## src/rtl/spi_master_ctrl.sv

```systemverilog
// Round-robin SPI master: arbitrates NUM_REQ requesters onto one SPI bus,
// one slave select per requester, mode-0 style framing with a select timeout.
module spi_master_ctrl #(
    parameter int REG_WIDTH   = 32,
    parameter int NUM_REQ     = 4,
    parameter int CLK_DIV     = 4,
    parameter int SEL_TIMEOUT = 64
) (
    input  logic                         clk,
    input  logic                         rst,
    input  logic [NUM_REQ-1:0]           req,
    input  logic [NUM_REQ*REG_WIDTH-1:0] req_data,
    output logic [NUM_REQ-1:0]           gnt,
    output logic                         rsp_valid,
    output logic [$clog2(NUM_REQ)-1:0]   rsp_id,
    output logic [REG_WIDTH-1:0]         rsp_data,
    output logic                         rsp_err,
    output logic [NUM_REQ-1:0]           ss_n,
    output logic                         s_clk,
    output logic                         MOSI,
    input  logic                         MISO,
    output logic                         load,
    output logic                         busy,
    input  logic                         ready
);

    localparam int ID_W = $clog2(NUM_REQ);
    localparam int BC_W = $clog2(REG_WIDTH) + 1;
    localparam int DV_W = $clog2(CLK_DIV + 1);
    localparam int ST_W = $clog2(SEL_TIMEOUT + 1);

    typedef enum logic [2:0] {
        IDLE,
        SELECT,
        LOAD,
        SHIFT,
        DONE,
        GAP
    } state_t;

    state_t               state_q, state_d;
    logic [REG_WIDTH-1:0] sr_q, sr_d;
    logic [ID_W-1:0]      g_q, g_d;
    logic [ID_W-1:0]      last_q, last_d;
    logic [BC_W-1:0]      bit_cnt_q, bit_cnt_d;
    logic [DV_W-1:0]      div_cnt_q, div_cnt_d;
    logic [ST_W-1:0]      sel_cnt_q, sel_cnt_d;
    logic [NUM_REQ-1:0]   gnt_q, gnt_d;
    logic [NUM_REQ-1:0]   ss_n_q, ss_n_d;
    logic                 rsp_valid_q, rsp_valid_d;
    logic [ID_W-1:0]      rsp_id_q, rsp_id_d;
    logic [REG_WIDTH-1:0] rsp_data_q, rsp_data_d;
    logic                 rsp_err_q, rsp_err_d;
    logic                 sclk_q, sclk_d;
    logic                 mosi_q, mosi_d;
    logic                 load_q, load_d;
    logic                 busy_q, busy_d;

    logic                 found;
    logic [ID_W-1:0]      pick;

    // Search starts one past the last winner so every requester gets a turn.
    always_comb begin
        found = 1'b0;
        pick  = '0;
        for (int k = 0; k < NUM_REQ; k++) begin
            if (!found && req[ID_W'((int'(last_q) + 1 + k) % NUM_REQ)]) begin
                found = 1'b1;
                pick  = ID_W'((int'(last_q) + 1 + k) % NUM_REQ);
            end
        end
    end

    always_comb begin
        state_d     = state_q;
        sr_d        = sr_q;
        g_d         = g_q;
        last_d      = last_q;
        bit_cnt_d   = bit_cnt_q;
        div_cnt_d   = div_cnt_q;
        sel_cnt_d   = sel_cnt_q;
        gnt_d       = '0;
        ss_n_d      = ss_n_q;
        rsp_valid_d = 1'b0;
        rsp_id_d    = rsp_id_q;
        rsp_data_d  = rsp_data_q;
        rsp_err_d   = 1'b0;
        sclk_d      = sclk_q;
        mosi_d      = mosi_q;
        load_d      = 1'b0;
        busy_d      = busy_q;

        unique case (state_q)
            IDLE: begin
                if (found) begin
                    gnt_d[pick]  = 1'b1;
                    sr_d         = req_data[int'(pick)*REG_WIDTH +: REG_WIDTH];
                    g_d          = pick;
                    last_d       = pick;
                    ss_n_d       = '1;
                    ss_n_d[pick] = 1'b0;
                    sel_cnt_d    = '0;
                    state_d      = SELECT;
                end
            end
            SELECT: begin
                if (ready) begin
                    load_d  = 1'b1;
                    state_d = LOAD;
                end else if (sel_cnt_q == ST_W'(SEL_TIMEOUT - 1)) begin
                    rsp_valid_d = 1'b1;
                    rsp_err_d   = 1'b1;
                    rsp_data_d  = '0;
                    rsp_id_d    = g_q;
                    ss_n_d      = '1;
                    state_d     = DONE;
                end else begin
                    sel_cnt_d = sel_cnt_q + ST_W'(1);
                end
            end
            LOAD: begin
                busy_d    = 1'b1;
                mosi_d    = sr_q[REG_WIDTH-1];
                sclk_d    = 1'b0;
                div_cnt_d = '0;
                bit_cnt_d = '0;
                state_d   = SHIFT;
            end
            SHIFT: begin
                if (div_cnt_q == DV_W'(CLK_DIV - 1)) begin
                    div_cnt_d = '0;
                    if (!sclk_q) begin
                        sclk_d    = 1'b1;
                        sr_d      = {sr_q[REG_WIDTH-2:0], MISO};
                        bit_cnt_d = bit_cnt_q + BC_W'(1);
                    end else begin
                        sclk_d = 1'b0;
                        if (bit_cnt_q == BC_W'(REG_WIDTH)) begin
                            busy_d      = 1'b0;
                            mosi_d      = 1'b0;
                            rsp_valid_d = 1'b1;
                            rsp_data_d  = sr_q;
                            rsp_id_d    = g_q;
                            ss_n_d      = '1;
                            state_d     = DONE;
                        end else begin
                            mosi_d = sr_q[REG_WIDTH-1];
                        end
                    end
                end else begin
                    div_cnt_d = div_cnt_q + DV_W'(1);
                end
            end
            DONE: begin
                div_cnt_d = '0;
                state_d   = GAP;
            end
            GAP: begin
                if (div_cnt_q == DV_W'(CLK_DIV - 1)) begin
                    div_cnt_d = '0;
                    state_d   = IDLE;
                end else begin
                    div_cnt_d = div_cnt_q + DV_W'(1);
                end
            end
            default: state_d = IDLE;
        endcase
    end

    always_ff @(posedge clk or negedge rst) begin
        if (!rst) begin
            state_q     <= IDLE;
            sr_q        <= '0;
            g_q         <= '0;
            last_q      <= ID_W'(NUM_REQ - 1);
            bit_cnt_q   <= '0;
            div_cnt_q   <= '0;
            sel_cnt_q   <= '0;
            gnt_q       <= '0;
            ss_n_q      <= '1;
            rsp_valid_q <= 1'b0;
            rsp_id_q    <= '0;
            rsp_data_q  <= '0;
            rsp_err_q   <= 1'b0;
            sclk_q      <= 1'b0;
            mosi_q      <= 1'b0;
            load_q      <= 1'b0;
            busy_q      <= 1'b0;
        end else begin
            state_q     <= state_d;
            sr_q        <= sr_d;
            g_q         <= g_d;
            last_q      <= last_d;
            bit_cnt_q   <= bit_cnt_d;
            div_cnt_q   <= div_cnt_d;
            sel_cnt_q   <= sel_cnt_d;
            gnt_q       <= gnt_d;
            ss_n_q      <= ss_n_d;
            rsp_valid_q <= rsp_valid_d;
            rsp_id_q    <= rsp_id_d;
            rsp_data_q  <= rsp_data_d;
            rsp_err_q   <= rsp_err_d;
            sclk_q      <= sclk_d;
            mosi_q      <= mosi_d;
            load_q      <= load_d;
            busy_q      <= busy_d;
        end
    end

    assign gnt       = gnt_q;
    assign ss_n      = ss_n_q;
    assign rsp_valid = rsp_valid_q;
    assign rsp_id    = rsp_id_q;
    assign rsp_data  = rsp_data_q;
    assign rsp_err   = rsp_err_q;
    assign s_clk     = sclk_q;
    assign MOSI      = mosi_q;
    assign load      = load_q;
    assign busy      = busy_q;

endmodule
```

## config.mk

```make
export PLATFORM = sky130hd
export DESIGN_NAME = spi_master_ctrl
export DESIGN_NICKNAME = d
export VERILOG_FILES = /design/src/rtl/spi_master_ctrl.sv
export SDC_FILE = /design/constraint.sdc
export NUM_CORES = 1
export LEC_CHECK = 0
export CAP_MARGIN = 10
export CELL_PAD_IN_SITES_DETAIL_PLACEMENT = 1
export CELL_PAD_IN_SITES_GLOBAL_PLACEMENT = 1
export CORE_ASPECT_RATIO = 1.2
export CORE_UTILIZATION = 25
export CTS_BUF_LIST = sky130_fd_sc_hd__clkbuf_2
export CTS_CLUSTER_DIAMETER = 30
export DETAILED_ROUTE_END_ITERATION = 8
export PLACE_DENSITY_LB_ADDON = 0.1
export SLEW_MARGIN = 20
export SYNTH_ARGS = -nofsm -noshare
export SYNTH_HDL_FRONTEND = slang
export SYNTH_SLANG_ARGS = --single-unit
```

## constraint.sdc

```tcl
create_clock -name clk -period 4.1 [get_ports clk]
set_input_delay 1.23 -clock clk [delete_from_list [all_inputs] [get_ports clk]]
set_output_delay 1.23 -clock clk [all_outputs]
set_load 0.005 [all_outputs]
```

==> metrics.txt, run 1 <==
mapped cell area 5318 sq um; Routed WL per cell 17.16 microns; CTS tree built; total die area 21860 sq um; maximum clock path buffer count 2; root buffer cell clkbuf_2; Seq/Total Area, Yosys 48.61%; via count 4712; total power 3.767 mW; RSZ-0062 raised after global routing false; YS warnings 0; crit-path cells nand3b_1 > o32ai_4 > buf_4 > o21ai_0 > o22a_1; largest cells by area after synthesis dfrtp_1 46%, mux2i_1 13%, o21ai_0 7.6%, nand2_1 5.8%, o22a_1 5.4%; Clock Skew 0.04716 ns; Via-to-Cell Ratio 4.755; CTS H-tree lvls 3; final hold violation count 0; worst skew pair latency 0.63 ns; first-pass GRT wire length 27130 microns; critical path type reg -> reg; Final TNS setup 0 ns; final WL 17000 microns; GPL Wtd Cong 0.7642; Yosys top cell by area dfrtp_1; worst-path maximum fanout 40; GRT Total Usage 16.15%; share of layout cells above drive strength 1 6.398%; Tmin final 3.040 ns; Fillers 2379; Layout Nets 854; initial core utilization 25.44%; TritonCTS buffer count 9; row cnt 58; met2 Use GR 27.90%; vias in the first global route 5113; Top Usage Layer GRT met2; Mapped Cells 545; Slew HR 38.95%; met1 usage 19.98%; total area of sequential cells 2585 sq um; syn avg cell area 9.757 sq um; core area 20900 sq um; Setup Buffers After CTS 0; Max Fclk 329.0 MHz; 1st-iter DRT viols 183; final period utilization 74.14%; crit path DAT 3.55 ns; antenna violations before repair 1; slowest CP cell o32ai_4; I/O pins 184; LEAKAGE 3.169 nW; Mapped Nets 685; EDFF count, synth 0; Die X 135.1 microns; met3 Usage GRT 3.215%; synth cell count leaders 97 x dfrtp_1, 82 x nand2_1, 81 x o21ai_0; clock edge transition at the registers on the reported setup and hold paths 0.28 ns; CP Launch Type flip-flop; asr flop ratio synth 100.0%; clk sink count 103; Hold WC Path Type reg -> reg; Pins Over Slew Limit 0; hold_buf cts 0; Layout area overhead 42.19%; Setup violations, final 0; remaining antenna violation count 0; maximum VDD drop 0.3820 mV; count leader, synth dfrtp_1; Pwr per Cell Area 498.2 nW/um^2; Slew @ Worst Pin 0.9158 ns; Critical Path RT 4.61 ns; max-cap violations 0; Primary FF master, synth dfrtp_1; die extent in y 161.8 microns; Critical Path Sink Type flip-flop; Synth top area share 45.65%; Detail Placement HPWL 12650 microns; Unique masters post-synth 49; Multi-input gate area 2581 sq um; Gates resized, CTS repair 0; Non-Filler Instances 991; delay of the slowest critical-path stage 0.87 ns; DRC 0; status finished, final reports clean; #FFs+latches synth 103; largest net degree at the start of global routing 80; Port Buffer Count 183; Placed Cells 973; first-pass iteration count of the detailed router 4; total global routing overflow 0
==> logic make-up (layout without fill, tap and decap cells) <==
group / Yosys count / after routing / share of synthesized area (%)
other: 0 / 2 / 0
buffers and inverters: 43 / 217 / 3.506
DFF: 103 / 103 / 48.61
muxes: 68 / 68 / 12.89
and+or+nand+nor: 140 / 140 / 11.84
AOI/OAI and AO/OA: 180 / 180 / 21.06
adders and majority gates: 4 / 4 / 0.9412
xor gates and xnor gates: 7 / 7 / 1.153
==> where the power goes <==
| part | internal [mW] | switching [mW] |
|---|---|---|
| combinational | 0.840 | 0.975 |
| clock | 0.0792 | 0.364 |
| sequential | 1.29 | 0.222 |
| total | 2.21 | 1.56 |
==> per-layer routing <==
metal	wire length [microns]	part of all wire, %
met2	8541	50
met5	0	0
met3	801	4.7
met1	7436	44
met4	221	1.3
==> sequential cells by signal, indices dropped and copies added, names as in the netlist <==
signal,flops
MOSI,1
rsp_valid,1
div_cnt_q,3
rsp_id,2
last_q,2
sr_q,32
rsp_data,32
g_q,2
ss_n,4
busy,1
gnt,4
load,1
state_q,3
s_clk,1
sel_cnt_q,7
rsp_err,1
bit_cnt_q,6
==> path summary, 6_finish.rpt <==
kind | startpoint | endpoint | slack [ns] | depth (start not counted)
worst min-delay path | busy | busy | 0.51 | 1
worst max-delay path | state_q[0] | sr_q[20] | 1.06 | 5
max in group asynchronous | rst | rsp_data[7] | 2.75 | 2
worst min register to register | busy | busy | 0.51 | 1
worst max register to register | state_q[0] | sr_q[20] | 1.06 | 5
min in group asynchronous | rst | rsp_data[23] | 0.60 | 1
==> final cells by class <==
| cell class | count | area share, % |
|---|---|---|
| antenna | 2 | 0.06619 |
| clock buffer | 9 | 0.5957 |
| clock inverter | 7 | 0.6454 |
| inverter | 6 | 0.2979 |
| multi-input combinational | 399 | 34.14 |
| sequential | 103 | 34.19 |
| tap | 270 | 4.468 |
| timing repair buffer | 195 | 25.60 |
==> cell usage in the layout (no fill, tap or decap), drive strengths merged, types with 4 or more instances in the layout <==
master	n
clkdlybuf4s50	182
o21ai	109
dfrtp	97
nand2	82
mux2i	67
o22a	33
nor2	23
buf	13
a21oi	10
clkbuf	9
inv	7
nand2b	6
dfstp	6
nand3	5
nor3	4
a21o	4
o21a	4
xor2	4
ha	4
nand4	4
==> critical path: cells and delay by family, from the launching register on <==
family          cells  cell delay, ns
compound gates      3            1.24
buf+inv             1            0.49
flops               1            0.78
simple gates        1            0.42
==> per-stage QoR <==
step	worst slack, ns	hold WS [ns]	instance area [sq um]	utilization, %
floorplan	1.446	0.4538	5318	-
global placement	0.6446	0.4629	7458	35.69
detailed placement	0.5668	0.4682	7458	35.69
CTS	1.055	0.5245	7552	36.14
global route	0.8431	0.5413	7561	36.18
finish	1.060	0.5140	7561	36.18
(Power assumes the default switching activity.)
==> run 2, diff against run 1 <==
==> constraint.sdc (replaced) <==
create_clock -name clk -period 2.4 [get_ports clk]
set_input_delay 0.72 -clock clk [delete_from_list [all_inputs] [get_ports clk]]
set_output_delay 0.72 -clock clk [all_outputs]
set_load 0.005 [all_outputs]
==> metrics.txt, run 2 (synthesized netlist as in run 1, its figures left out) <==
Pins Over Slew Limit 0 (unchanged); max-cap violations 0 (unchanged); critical path's top delay family buffers and inverters (was compound AO/OA/AOI/OAI gates); RSZ-0062 raised after global routing false (unchanged); Hold WC Path Type reg -> reg (unchanged); Non-Filler Instances 1026 (was 991); 1st-iter DRT viols 156 (was 183); total power 7.098 mW (was 3.767 mW); Pwr per Cell Area 884.3 nW/um^2 (was 498.2 nW/um^2); root buffer cell clkbuf_2 (unchanged); Slew HR 59.40% (was 38.95%); DRC 0 (unchanged); first-pass iteration count of the detailed router 4 (unchanged); critical path type reg -> out (was reg -> reg); clock edge transition at the registers on the reported setup and hold paths 0.27 ns (was 0.28 ns); initial core utilization 25.44% (unchanged); Layout Nets 890 (was 854); maximum VDD drop 0.3067 mV (was 0.3820 mV); maximum clock path buffer count 2 (unchanged); worst skew pair latency 0.61 ns (was 0.63 ns); worst r2r dst rsp_data[20] (was sr_q[20]); CP Launch Type flip-flop (unchanged); Fillers 2344 (was 2379); total die area 21860 sq um (unchanged); Routed WL per cell 16.79 microns (was 17.16 microns); Slew @ Worst Pin 0.6027 ns (was 0.9158 ns); I/O pins 184 (unchanged); critical path depth 1 (was 5); Critical Path RT 1.68 ns (was 4.61 ns); via count 4847 (was 4712); design area 8026 sq um (was 7561 sq um); leading cell types in the layout, fill and taps excluded 164 x clkdlybuf4s50_1, 96 x dfrtp_1, 82 x nand2_1 (was 182 x clkdlybuf4s50_1, 97 x dfrtp_1, 82 x nand2_1); crit path DAT 1.56 ns (was 3.55 ns); Final TNS setup 0 ns (unchanged); Port Buffer Count 183 (unchanged); Via-to-Cell Ratio 4.724 (was 4.755); Tmin final 2.283 ns; Placed Cells 1006 (was 973); Layout area overhead 50.94% (was 42.19%); total global routing overflow 0 (unchanged); CTS H-tree lvls 3 (unchanged); core area 20900 sq um (unchanged); vias in the first global route 5324 (was 5113); GPL Wtd Cong 0.7985 (was 0.7642); CTS tree built (unchanged); reg2reg setup slack 0.20 ns (was 1.06 ns); first-pass GRT wire length 27630 microns (was 27130 microns); placed cell areas 7819 sq um (was 7458 sq um); delay of the slowest critical-path stage 0.52 ns (was 0.87 ns); Worst R2R Path Depth 7 (was 5); final period utilization 95.14%; worst-path maximum fanout 2 (was 40); share of layout cells above drive strength 1 10.73% (was 6.398%); worst setup path endpoint rsp_data[20] (was sr_q[20]); antenna violations before repair 1 (unchanged); final WL 17220 microns (was 17000 microns); WP buf/inv 1 (unchanged); LEAKAGE 3.412 nW (was 3.169 nW); largest net degree at the start of global routing 42 (was 80); Clock Skew 0.02206 ns (was 0.04716 ns); row cnt 58 (unchanged); status finished, final reports clean (unchanged); Die X 135.1 microns (unchanged); TritonCTS buffer count 9 (unchanged); die extent in y 161.8 microns (unchanged); first element of the critical path rsp_data[20] (was state_q[0]); slowest CP cell clkdlybuf4s50_1 (was o32ai_4); worst r2r src bit_cnt_q[0] (was state_q[0]); final hold violation count 0 (unchanged); clk sink count 103 (unchanged); Max Fclk 437.9 MHz; Critical Path Sink Type output pin (was flip-flop); commonest non-fill, non-tap cell in the layout clkdlybuf4s50_1 (unchanged); GRT Total Usage 16.44% (was 16.15%); remaining antenna violation count 0 (unchanged); Detail Placement HPWL 13440 microns (was 12650 microns); Fin Hold WS 0.5209 ns (was 0.5140 ns); crit-path cells clkdlybuf4s50_1 (was nand3b_1 > o32ai_4 > buf_4 > o21ai_0 > o22a_1); Setup violations, final 0 (unchanged)
run 2: how the worst min path moves through the flow:
stage | from | end | slack [ns] | cells after the start
5_1_grt | rst | sr_q[23] | 0.48 | 2
4_1_cts | rst | sel_cnt_q[4] | 0.48 | 2
6_report | rsp_data[19] | rsp_data[19] | 0.52 | 2
2_1_floorplan | rst | MOSI | 0.42 | 0
3_3_place_gp | rsp_data[28] | rsp_data[28] | 0.47 | 2
3_5_place_dp | rsp_data[18] | rsp_data[18] | 0.48 | 2
run 2: final cells by class:
type	instances	area (sq um)	area share [%]
Tap cell	270	337.8	4.209
Timing Repair Buffer	231	2340	29.15
Sequential cell	103	2586	32.22
Antenna cell	1	2.502	0.03118
Clock buffer	9	45.04	0.5612
Inverter	6	22.52	0.2806
Clock inverter	7	111.4	1.387
Multi-Input combinational cell	399	2581	32.16
run 2: timing repair:
| item | CTS | global route |
|---|---|---|
| endpoints found under the setup margin | 6 | 13 |
| hold endpoints to repair | 22 | 0 |
| hold buffers | 1 | 0 |
| pin swaps | 0 | 0 |
| buffers inserted | 0 | 2 |
| gates resized for setup | 7 | 12 |
run 2: power by group:
| group | total, mW | internal, mW | leakage (nW) | switching, mW |
|---|---|---|---|---|
| sequential | 2.56 | 2.20 | 1.12 | 0.361 |
| clock | 1.05 | 0.442 | 0.0910 | 0.605 |
| combinational | 3.49 | 1.74 | 2.20 | 1.75 |
run 2: stage by stage:
| step | setup WS [ns] | util (%) |
|---|---|---|
| final | 0.1165 | 38.40 |
| after global routing | 0.001644 | 38.40 |
| after CTS | 0.01533 | 38.18 |
| after detailed placement | -0.2921 | 37.41 |
| after global placement | -0.3265 | 37.41 |
| after floorplan | 0.2564 | - |
run 2: routing by layer:
metal / vias to the layer above / track usage [%] / wire length, microns
li1: 2362 / - / -
met1: 2371 / 19.20 / 7387
met2: 103 / 29.72 / 8832
met3: 11 / 4.120 / 840
met4: 0 / 3.984 / 164
met5: - / 0 / 0
==> run 3, diff against run 2 <==
--- a/config.mk
+++ b/config.mk
@@ -14,6 +14,7 @@
 export CTS_CLUSTER_DIAMETER = 30
 export DETAILED_ROUTE_END_ITERATION = 8
 export PLACE_DENSITY_LB_ADDON = 0.1
+export SKIP_LAST_GASP = 1
 export SLEW_MARGIN = 20
 export SYNTH_ARGS = -nofsm -noshare
 export SYNTH_HDL_FRONTEND = slang
==> metrics.txt, run 3 (synthesized netlist as in run 1, its figures left out) <==
GPL Wtd Cong 0.7985 (unchanged); TritonCTS buffer count 9 (unchanged); I/O pins 184 (unchanged); Layout Nets 891 (was 890); Routed WL per cell 16.76 microns (was 16.79 microns); sw power 2.714 mW (was 2.718 mW); remaining antenna violation count 0 (unchanged); critical path type reg -> out (unchanged); Fillers 2344 (unchanged); GRT Total Usage 16.44% (about the same); initial core utilization 25.44% (unchanged); status finished, final reports clean (unchanged); Pwr per Cell Area 884.3 nW/um^2 (about the same); Clock Power Share 14.7% (was 14.8%); total global routing overflow 0 (unchanged); Tmin final 2.282 ns (was 2.283 ns); first-pass iteration count of the detailed router 4 (unchanged); final worst slack 0.1185 ns (was 0.1165 ns); Detail Placement HPWL 13440 microns (unchanged); share of layout cells above drive strength 1 10.85% (was 10.73%); leading cell types in the layout, fill and taps excluded 165 x clkdlybuf4s50_1, 96 x dfrtp_1, 82 x nand2_1 (was 164 x clkdlybuf4s50_1, 96 x dfrtp_1, 82 x nand2_1); cell-internal power 4.391 mW (was 4.380 mW); Hold WC Path Type reg -> reg (unchanged); net switching fraction of the power 38.20% (was 38.30%); dpl ws -0.2921 ns (unchanged); Pins Over Slew Limit 0 (unchanged); critical path's top delay family buffers and inverters (unchanged); Non-Filler Instances 1027 (was 1026); maximum clock path buffer count 2 (unchanged); delay of the slowest critical-path stage 0.52 ns (about the same); crit-path cells clkdlybuf4s50_1 (unchanged); RSZ-0062 raised after global routing false (unchanged); WP buf/inv 1 (unchanged); root buffer cell clkbuf_2 (unchanged); antenna violations before repair 1 (unchanged); clock edge transition at the registers on the reported setup and hold paths 0.26 ns (was 0.27 ns); CTS tree built (unchanged); Critical Path RT 1.68 ns (about the same); Slew @ Worst Pin 0.6076 ns (was 0.6027 ns); DRC 0 (unchanged); Fin Hold WS 0.5205 ns (was 0.5209 ns); final hold violation count 0 (unchanged); reg2reg setup slack 0.20 ns (about the same); via count 4854 (was 4847); worst skew pair latency 0.61 ns (about the same); core area 20900 sq um (unchanged); Slew HR 59.07% (was 59.40%); Setup violations, final 0 (unchanged); 1st-iter DRT viols 151 (was 156); row cnt 58 (unchanged); Final TNS setup 0 ns (unchanged); first-pass GRT wire length 27620 microns (was 27630 microns); Placed Cells 1006 (unchanged); CP Launch Type flip-flop (unchanged); total die area 21860 sq um (unchanged); combinational share of power 49.4% (was 49.1%); largest net degree at the start of global routing 42 (unchanged); Die X 135.1 microns (unchanged); worst-path maximum fanout 2 (unchanged); slowest CP cell clkdlybuf4s50_1 (unchanged); commonest non-fill, non-tap cell in the layout clkdlybuf4s50_1 (unchanged); Layout area overhead 51.11% (was 50.94%); die extent in y 161.8 microns (unchanged); clk sink count 103 (unchanged); Port Buffer Count 183 (unchanged); post-layout util 38.45% (was 38.40%); max-cap violations 0 (unchanged); CTS H-tree lvls 3 (unchanged); final WL 17210 microns (was 17220 microns); Clock Skew 0.02237 ns (was 0.02206 ns); Max Fclk 438.3 MHz (was 437.9 MHz); LEAKAGE 3.414 nW (was 3.412 nW); Via-to-Cell Ratio 4.726 (was 4.724); vias in the first global route 5323 (was 5324); crit path DAT 1.56 ns (about the same); Critical Path Sink Type output pin (unchanged); maximum VDD drop 0.3062 mV (was 0.3067 mV); register share of total power 35.9% (was 36.1%); final period utilization 95.06% (was 95.14%)
-- run 3: layer usage --
layer	vias up	global-route usage [%]	wire, microns
met5	-	0	0
met4	0	3.984	162
met3	11	4.120	856
met2	105	29.72	8830
met1	2372	19.18	7364
li1	2366	-	-
-- run 3: timing repair --
item / 4_1_cts / 5_1_grt
setup endpoints to repair: 6 / 14
resized for setup: 6 / 12
hold endpoints to repair: 22 / 0
hold buffers: 1 / 0
setup buffers: 0 / 3
-- run 3: area by class of cell --
type	instances	area [sq um]	area share, %
antenna	1	2.502	0.03114
clock buffer	9	45.04	0.5606
clock inverter	7	111.4	1.386
inverter	6	22.52	0.2803
multi-input combinational	399	2581	32.12
sequential	103	2586	32.19
tap	270	337.8	4.204
timing repair buffer	232	2349	29.23
-- run 3: worst reg2reg max path, cell delays in order, from the launching register on --
cell and delay [ns]:
dfrtp_1 0.47, inv_1 0.10, ha_1 0.16, nor4b_1 0.45
nand4_1 0.19, a211o_2 0.41, buf_4 0.20, o21ai_0 0.17
-- run 3: final timing paths --
path / startpoint / endpoint / cells after the start
max in group asynchronous: rst / last_q[1] / 3
worst max-delay path: rsp_data[20] / rsp_data[20] / 1
worst min-delay path: rsp_data[19] / rsp_data[19] / 2
worst max register to register: bit_cnt_q[0] / rsp_data[20] / 7
worst min register to register: rsp_data[19] / rsp_data[19] / 2
min in group asynchronous: rst / sel_cnt_q[4] / 2
-- run 3: metrics by stage --
stage / power, mW / instance area [sq um]
final: 7.105 / 8035
after global routing: 7.698 / 8035
after CTS: 7.228 / 7980
after detailed placement: 6.176 / 7819
after global placement: 6.073 / 7819
after floorplan: 4.609 / 5318
-- run 3: power by group through the flow --
stage                     clock network (mW)  logic [mW]  registers (mW)
after floorplan                            0        2.17            2.44
after global placement                     0        3.49            2.58
after detailed placement                   0        3.57            2.60
after CTS                               1.09        3.57            2.57
after global routing                    1.16        3.93            2.62
final                                   1.05        3.51            2.55
